File: config.mk
export PLATFORM = sky130hd
export DESIGN_NAME = encryption_top
export DESIGN_NICKNAME = d
export VERILOG_FILES = /design/src/rtl/encryption_top.sv
export SDC_FILE = /design/constraint.sdc
export NUM_CORES = 1
export LEC_CHECK = 0
export ABC_CLOCK_PERIOD_IN_PS = 11800
export CAP_MARGIN = 20
export CORE_ASPECT_RATIO = 0.75
export CORE_MARGIN = 2
export CORE_UTILIZATION = 55
export CTS_BUF_LIST = sky130_fd_sc_hd__clkbuf_4 sky130_fd_sc_hd__clkbuf_8 sky130_fd_sc_hd__clkbuf_16
export DETAILED_ROUTE_END_ITERATION = 8
export PLACE_DENSITY = 0.81
export SLEW_MARGIN = 20
export SYNTH_ARGS = -nofsm -noshare
export SYNTH_HDL_FRONTEND = slang
export SYNTH_SLANG_ARGS = --single-unit
export TNS_END_PERCENT = 50
File: constraint.sdc
create_clock -name clk -period 11.8 [get_ports clk]
set_clock_uncertainty 0.2 [all_clocks]
set_input_delay 2.36 -clock clk [delete_from_list [all_inputs] [get_ports clk]]
set_output_delay 2.36 -clock clk [all_outputs]
set_load 0.1 [all_outputs]
File: src/rtl/encryption_top.sv
`default_nettype none
// ============================================================================
// Module   : encryption_top
// Purpose  : ROUNDS-stage pipelined 64-bit block encryptor (80-bit key) on a
//            data/ctrl packet stream; ctrl words bypass the cipher in order.
// Revision : 1.0 - initial release
// ============================================================================
module encryption_top #(
    parameter int ROUNDS = 4
) (
    input  logic        clk,
    input  logic        reset,
    input  logic [63:0] in_data,
    input  logic [7:0]  in_ctrl,
    input  logic        in_wr,
    output logic        in_rdy,
    input  logic [79:0] key,
    output logic [63:0] out_data,
    output logic [7:0]  out_ctrl,
    output logic        out_wr,
    input  logic        out_rdy
);

    logic [ROUNDS-1:0]       valid_q, valid_d;
    logic [ROUNDS-1:0][63:0] data_q,  data_d;
    logic [ROUNDS-1:0][7:0]  ctrl_q,  ctrl_d;
    logic                    adv;

    function automatic logic [15:0] round_key(input logic [79:0] k, input int r);
        case (r % 5)
            0:       return k[79:64];
            1:       return k[63:48];
            2:       return k[47:32];
            3:       return k[31:16];
            default: return k[15:0];
        endcase
    endfunction

    // One round on d0..d3: shift words left, new d3 = ((d0^K)+d1)^d3.
    function automatic logic [63:0] round_f(input logic [63:0] d,
                                            input logic [7:0]  c,
                                            input logic [15:0] k);
        logic [15:0] t;
        t = ((d[63:48] ^ k) + d[47:32]) ^ d[15:0];
        return (c == 8'd0) ? {d[47:0], t} : d;
    endfunction

    // The whole pipeline moves as one unit; a bubble at the tail lets it advance.
    assign adv    = out_rdy | ~valid_q[ROUNDS-1];
    assign in_rdy = adv;

    always_comb begin
        valid_d    = '0;
        data_d     = '0;
        ctrl_d     = '0;
        valid_d[0] = in_wr & adv;
        data_d[0]  = round_f(in_data, in_ctrl, round_key(key, 0));
        ctrl_d[0]  = in_ctrl;
        for (int r = 1; r < ROUNDS; r++) begin
            valid_d[r] = valid_q[r-1];
            data_d[r]  = round_f(data_q[r-1], ctrl_q[r-1], round_key(key, r));
            ctrl_d[r]  = ctrl_q[r-1];
        end
    end

    always_ff @(posedge clk or posedge reset) begin
        if (reset) begin
            valid_q <= '0;
            data_q  <= '0;
            ctrl_q  <= '0;
        end else if (adv) begin
            valid_q <= valid_d;
            data_q  <= data_d;
            ctrl_q  <= ctrl_d;
        end
    end

    assign out_wr   = valid_q[ROUNDS-1];
    assign out_data = data_q[ROUNDS-1];
    assign out_ctrl = ctrl_q[ROUNDS-1];

endmodule
`default_nettype wire

* Word-level counts from Yosys, hierarchy flattened *
Index checks and enable logic that the tools add are counted.

cells by class
  bitwise logic cells = 11
  muxes and demuxes = 4
  add/subtract/negate cells = 4
  reduce and logical (&&, ||, !) cells = 4

operators with widths
  operator          count
  $mux W64          4
  $xor A16 B16 Y16  8
  $add A16 B16 Y16  4
  $logic_not A8 Y1  4
  $and A1 B1 Y1     1
  $not A1 Y1        1
  $or A1 B1 Y1      1

word-level totals
  bits in registers = 292
  output and inout bits = 74
  input port bits = 156

* Logic depth before layout (Yosys ltp) *
Gate-level depths: netlist of run 1.

  depth in word-level cells = 4
  gate-level depth with buffers = 10

* Least setup slack after synthesis of run 1 *
OpenSTA, ideal clock, no wires.

  path kind = input to output
  start = input out_rdy
  end = output in_rdy
  stages on the path = 5
  arrival = 3.995 ns
  data required time = 9.240 ns
  path slack = 5.245 ns
  path through = nor2b_1 -> clkbuf_1 -> inv_2 -> clkbuf_1 -> clkbuf_1

between the ends
  cells in the longest elaborated chain, start to end = 1

RTL lines
  element             line  source
  start: declaration  21    input logic out_rdy
  $or A1 B1 Y1        49    assign adv = out_rdy | ~valid_q[ROUNDS-1];
  end: declaration    16    output logic in_rdy,

No other way between the ends.

* Final worst setup path of run 1 *
Same ends and word-level chain as after synthesis.

==> metrics.md, run 1 <==
| Metric | Value |
|---|---|
| Critical Path AT | 5.22 ns |
| DRC | 0 |
| Core box area | 30350 um2 |
| Port bufs | 213 |
| Synthesis-to-layout area growth | 16.70% |
| RR Startpoint | data_q[176] |
| Layout cells sized above 1 | 4.504% |
| Unrepaired setup endpoints after global routing | no |
| Sequential area share after synthesis | 42.75% |
| Dpl cell area | 18990 um2 |
| Final worst path period share | 65.90% |
| TritonRoute pass-1 iters | 9 |
| Outcome | completed |
| Internal power | 3.060 mW |
| Clock latency at the later pin of the worst-skew pair | 0.56 ns |
| CTS tree | built |
| Row count | 55 |
| Most common cell in the netlist | nand2_1 |
| Chip width | 207.6 um |
| Switching Fraction | 50.13% |
| Leak pwr | 8.547 nW |
| Initial antenna violation count | 1 |
| Setup CP Type | primary input to primary output |
| Die Area | 32520 um2 |
| Top post-synthesis cells by count | 570 x nand2_1, 292 x dfrtp_1, 271 x nor2_1 |
| Routed metal-1 wirelength | 20060 um |
| Aggregate global routing overflow | 0 |
| Critical Path, Cell by Cell | clkdlybuf4s50_1 -> nor2b_4 -> buf_4 -> inv_8 -> clkdlybuf4s50_1 |
| Post-Route WL | 46550 um |
| Clock sink count | 292 |
| Slowest CP cell | clkdlybuf4s50_1 |
| Wire per inst | 18.07 um |
| Ys Warns | 0 |
| Critical path fanouts, max | 184 |
| Post_cts resized | 0 |
| H-tree level count | 1 |
| Met2 wire length | 22360 um |
| Critical Path RT | 9.24 ns |
| Routed wire length on met3 | 3068 um |
| Die Y | 156.7 um |
| Combinational cell fraction of total power | 54.1% |
| PD cells | 307.6 nW/um2 |
| Vias in the first global route | 14140 |
| Worst Setup SP | out_rdy |
| Crit path largest cell delay | 1.28 ns |
| Setup WS pre-CTS | 3.967 ns |
| Clock share of power | 15.0% |
| Cts hold-fix bufs | 0 |
| Main synth FF type | dfrtp_1 |
| Final setup viols | 0 |
| I/O pin count | 230 |
| DR top layer | met4 |
| Fin area | 19950 um2 |
| Worst hold slack | 0.2722 ns |
| Area of the mapped netlist | 17090 um2 |
| Clk slew on worst S/H paths | 0.06 ns |
| Setup TNS Final | 0 ns |
| Final weighted congestion in routability-driven placement | 0.9078 |
| GRT Total Usage | 28.61% |
| Pin count of the biggest net entering global routing | 202 |
| Crit Reg-Reg Endpoint | out_data[10] |
| First-pass GRT wire length | 74730 um |
| Worst R2R Path Depth | 10 |
| CP Depth | 5 |
| HP Class | register to register |
| Number of synthesized register bits | 292 |
| Share of the synthesized area in the top cell type | 42.75% |
| Mean Syn Cell Area | 8.213 um2 |
| Max_cap viols | 0 |
| Post-CTS setup buffer count | 0 |
| Filler instances | 2457 |
| Worst reg2reg setup slack | 8.33 ns |
| Count of cell types in the netlist | 71 |
| Startpoint types | primary input |
| Synth top area cells | dfrtp_1 43%, nand2_1 13%, a31oi_1 7.6% |
| Worst VDD drop | 0.0001687 V |
| Switching power of the nets | 3.076 mW |
| Max Clock Freq | 128.6 MHz |
| Root buf cell | clkbuf_16 |
| Area leader, netlist | dfrtp_1 |
| Slew @ Worst Pin | 1.134 ns |
| Clock buffer depth | 3 |
| Crit path max-delay family | buffers and inverters |
| Remaining antenna violation count | 0 |
| Worst setup endpoint | in_rdy |
| Cell mode on critical path | clkdlybuf4s50_1 |
| Post-synthesis net count | 2305 |
| Routed via count | 14990 |
| First DRT Iteration DRCs | 1320 |
| Asr flop ratio synth | 100.0% |
| Fin. max-slew vios | 0 |
| Final WS setup | 4.024 ns |
| HPWL after DPL | 33370 um |
| EDFF count, synth | 0 |
| Vias per Instance | 5.818 |
| Worst Path Buf+Inv | 4 |
| Initial core utilization | 56.32% |
| Nets | 2380 |
| Endpoint class of the critical path | primary output |
| Crit path time final | 7.776 ns |
| Relative slew slack | 24.14% |
| Cells after Synth | 2081 |
| Final hold vios | 0 |
| CTS Buf Count | 29 |
| Reg power frac | 30.8% |
-- layer usage --
layer / vias to the layer above / track usage [%]
met3: 80 / 4.415
met2: 465 / 48.10
met5: - / 0
met4: 0 / 7.245
li1: 7206 / -
met1: 7236 / 39.04
-- per-stage QoR --
stage | utilization [%] | total power, mW | cells
2_1_floorplan | - | 4.440 | 2081
3_3_place_gp | 62.43 | 5.080 | 2522
3_5_place_dp | 62.58 | 5.186 | 2524
4_1_cts | 65.71 | 6.128 | 2575
5_1_grt | 65.71 | 6.505 | 2575
6_report | 65.72 | 6.136 | 2576
-- power by group through the flow --
stage / logic (mW) / registers [mW] / clock network [mW]
floorplan: 2.61 / 1.83 / 0
global placement: 3.19 / 1.89 / 0
detailed placement: 3.28 / 1.91 / 0
CTS: 3.30 / 1.89 / 0.935
global route: 3.58 / 1.95 / 0.979
finish: 3.32 / 1.89 / 0.923
-- flip-flops by register name (all words and copies together) (netlist names) --
register,cells
out_ctrl,8
out_data,64
valid_q,4
data_q,192
ctrl_d,24
-- cell usage in the layout, fill, tap and decap left out, types with 5 or more instances in the layout --
cell type,synthesis,layout
o21ai_0,57,57
a21o_1,15,15
xor2_1,93,93
buf_4,64,11
clkbuf_4,0,6
nand4_1,6,6
or3_1,9,9
o211ai_1,5,5
o21a_1,7,7
and3_1,6,6
ha_1,64,64
nor3_1,17,17
a211oi_1,15,15
clkbuf_16,0,29
a211o_1,5,5
clkbuf_8,0,11
nor2_1,271,271
nand3_1,19,19
nor4b_1,5,5
a21oi_1,47,47
nand2_1,570,566
a211oi_2,5,5
clkdlybuf4s50_1,0,211
nor3b_1,5,5
nand2b_1,6,6
or4_1,7,7
a31oi_1,207,207
o21bai_1,8,8
dfrtp_1,292,292
inv_1,9,8
xnor2_1,46,46
and2_1,9,8
o31ai_1,7,7
o21ai_1,11,11
nor4_1,13,13
-- area by class of cell --
cell class	count	area, um2	area share [%]
Multi-Input combinational cell	1595	8833	44.29
Sequential cell	292	7307	36.64
Timing Repair Buffer	228	2300	11.53
Clock buffer	46	922.1	4.623
Tap cell	399	499.2	2.503
Inverter	10	52.55	0.2635
Clock inverter	5	28.78	0.1443
Antenna cell	1	2.502	0.01255
-- tightest hold or removal path, delay by kind of cell (launching register included) --
kind | cells | cell delay [ns]
flip-flops | 1 | 0.35
AND/OR/NAND/NOR | 2 | 0.10
-- worst min-delay path by stage --
stage | start | to | slack [ns] | depth (start not counted)
after floorplan | valid_q[2] | valid_q[2] | 0.23 | 2
after global placement | valid_q[2] | valid_q[3] | 0.24 | 1
after detailed placement | out_ctrl[2] | out_ctrl[2] | 0.26 | 2
after CTS | out_ctrl[7] | out_ctrl[7] | 0.28 | 2
after global routing | out_data[2] | out_data[2] | 0.30 | 2
final | out_ctrl[7] | out_ctrl[7] | 0.27 | 2
-- cell families (layout without fill, tap and decap cells) --
kind of cell | Yosys count | in the layout | share of synthesized area (%)
and+or+nand+nor | 955 | 955 | 22.66
other | 0 | 1 | 0
xor gates and xnor gates | 139 | 139 | 7.123
adders and majority gates | 68 | 68 | 5.154
AOI/OAI and AO/OA | 428 | 428 | 16.33
buffers and inverters | 194 | 289 | 5.673
DFF | 292 | 292 | 42.75
muxes | 5 | 5 | 0.3002
Note: power is estimated with default switching activity, not from simulation.
==> run 2, diff against run 1 <==
Settings changed: ABC_CLOCK_PERIOD_IN_PS 11800 to 7200.
Clock period 11.8 ns to 7.2 ns, I/O delays scaled along.
==> metrics.md, run 2 (same netlist as run 1, synthesis figures left out) <==
| Metric | Value |
|---|---|
| Wire per inst | 18.33 um (was 18.07 um) |
| Fin. max-slew vios | 0 (unchanged) |
| Clk slew on worst S/H paths | 0.06 ns (about the same) |
| Layout Cells excl Fill | 2573 (was 2576) |
| Initial core utilization | 56.32% (unchanged) |
| CTS Buf Count | 29 (unchanged) |
| Critical Path RT | 5.56 ns (was 9.24 ns) |
| Placed insts | 2523 (was 2524) |
| Setup CP Type | primary input to primary output (unchanged) |
| Final worst path period share | 66.55% |
| DRC | 0 (unchanged) |
| CTS tree | built (unchanged) |
| I/O pin count | 230 (unchanged) |
| Endpoint class of the critical path | primary output (unchanged) |
| Pin count of the biggest net entering global routing | 278 (was 202) |
| HP Class | register to register (unchanged) |
| Critical path fanouts, max | 200 (was 184) |
| Final WS setup | 2.409 ns (was 4.024 ns) |
| Nets | 2380 (unchanged) |
| Setup TNS Final | 0 ns (unchanged) |
| Die Area | 32520 um2 (unchanged) |
| Clock sink count | 292 (unchanged) |
| Relative slew slack | 23.34% (was 24.14%) |
| Remaining antenna violation count | 0 (unchanged) |
| Critical Path AT | 3.15 ns (was 5.22 ns) |
| Leak pwr | 8.501 nW (was 8.547 nW) |
| First DRT Iteration DRCs | 1343 (was 1320) |
| Layout cells sized above 1 | 4.510% (was 4.504%) |
| Filler instances | 2490 (was 2457) |
| Chip width | 207.6 um (unchanged) |
| Final setup viols | 0 (unchanged) |
| Worst VDD drop | 0.0002755 V (was 0.0001687 V) |
| Multi-input logic area | 8833 um2 (unchanged) |
| Outcome | completed (unchanged) |
| Max Clock Freq | 208.7 MHz |
| GRT Total Usage | 28.64% (was 28.61%) |
| PD cells | 502.7 nW/um2 (was 307.6 nW/um2) |
| Max reg flops | 192 (unchanged) |
| Vias per Instance | 5.859 (was 5.818) |
| Post-CTS setup buffer count | 0 (unchanged) |
| Vias in the first global route | 14290 (was 14140) |
| First-pass GRT wire length | 74720 um (was 74730 um) |
| Row count | 55 (unchanged) |
| Crit path time final | 4.791 ns |
| Final weighted congestion in routability-driven placement | 0.9395 (was 0.9078) |
| Cts hold-fix bufs | 0 (unchanged) |
| Commonest cells after routing, fill and taps aside | 566 x nand2_1, 292 x dfrtp_1, 271 x nor2_1 (unchanged) |
| Final hold vios | 0 (unchanged) |
| Slew @ Worst Pin | 1.146 ns (was 1.134 ns) |
| FF/Latch Area | 7307 um2 (unchanged) |
| H-tree level count | 1 (unchanged) |
| Aggregate global routing overflow | 0 (unchanged) |
| TritonRoute pass-1 iters | 6 (was 9) |
| Unrepaired setup endpoints after global routing | no (unchanged) |
| Core box area | 30350 um2 (unchanged) |
| Die Y | 156.7 um (unchanged) |
| Initial antenna violation count | 1 (unchanged) |
| HPWL after DPL | 33790 um (was 33370 um) |
| Post_cts resized | 0 (unchanged) |
| Root buf cell | clkbuf_16 (unchanged) |
| Routed via count | 15080 (was 14990) |
| Top reg by flops | data_q (unchanged) |
| Commonest non-fill, non-tap cell in the layout | nand2_1 (unchanged) |
| Setup WS pre-CTS | 2.288 ns (was 3.967 ns) |
| Post-Route WL | 47170 um (was 46550 um) |
| Synthesis-to-layout area growth | 16.10% (was 16.70%) |
| Port bufs | 213 (unchanged) |
| Max_cap viols | 0 (unchanged) |
| Clock buffer depth | 3 (unchanged) |
| Clock latency at the later pin of the worst-skew pair | 0.56 ns (about the same) |
| Startpoint types | primary input (unchanged) |
run 2: changes by cell type in the layout (fill, tap and decap cells not counted):
cell             before  now
buf_16                2    1
clkinvlp_4            0    1
clkinv_2              4    5
inv_6                 0    1
buf_2                 2    3
clkdlybuf4s50_1     211  208
buf_4                11   14
inv_8                 2    1
clkinv_4              1    0
clkbuf_4              6    9
clkbuf_8             11    4
run 2: metal layers:
metal	GRT usage, %	up-vias	wire, um	part of all wire [%]
met1	37.85	7302	20010	42
met4	7.959	0	1319	2.8
met3	5.639	84	3261	6.9
met2	48.33	476	22580	48
met5	0	-	0	0
li1	-	7213	-	-
run 2: layout make-up:
type	count	area share [%]
multi-input cells	1595	44.52
flip-flops and latches	292	36.82
repair buffers	228	11.44
clock buffers	42	4.275
well taps	399	2.516
inverters	10	0.2459
clock inverters	6	0.1703
diodes	1	0.01261
run 2: through the flow:
stage | area, um2 | hold WS, ns | total power [mW] | utilization (%)
detailed placement | 18940 | 0.2467 | 8.468 | 62.41
finish | 19840 | 0.2581 | 9.976 | 65.38
global placement | 18950 | 0.2411 | 8.307 | 62.43
floorplan | 17100 | 0.2300 | 7.277 | -
CTS | 19820 | 0.2599 | 9.943 | 65.32
global route | 19840 | 0.3012 | 10.55 | 65.38
run 2: worst paths after layout:
path	start	end	slack, ns	cells after the start
worst max-delay path	out_rdy	in_rdy	2.41	4
worst min-delay path	valid_q[2]	valid_q[2]	0.26	2
worst max register to register	data_q[176]	out_data[12]	3.55	10
worst min register to register	valid_q[2]	valid_q[2]	0.26	2
max in group asynchronous	reset	out_data[53]	4.08	4
min in group asynchronous	reset	out_ctrl[4]	1.12	2
run 2: worst max-delay path: stages:
cell and delay (ns):
clkdlybuf4s50_1 0.51, nor2b_4 0.07, inv_8 0.67, buf_4 0.44
run 2: where the power goes:
group          internal, mW  switching, mW  total [mW]  leakage, nW
sequential             2.36          0.750        3.11         3.32
clock                 0.810          0.631        1.44        0.452
combinational          1.76           3.67        5.43         4.73
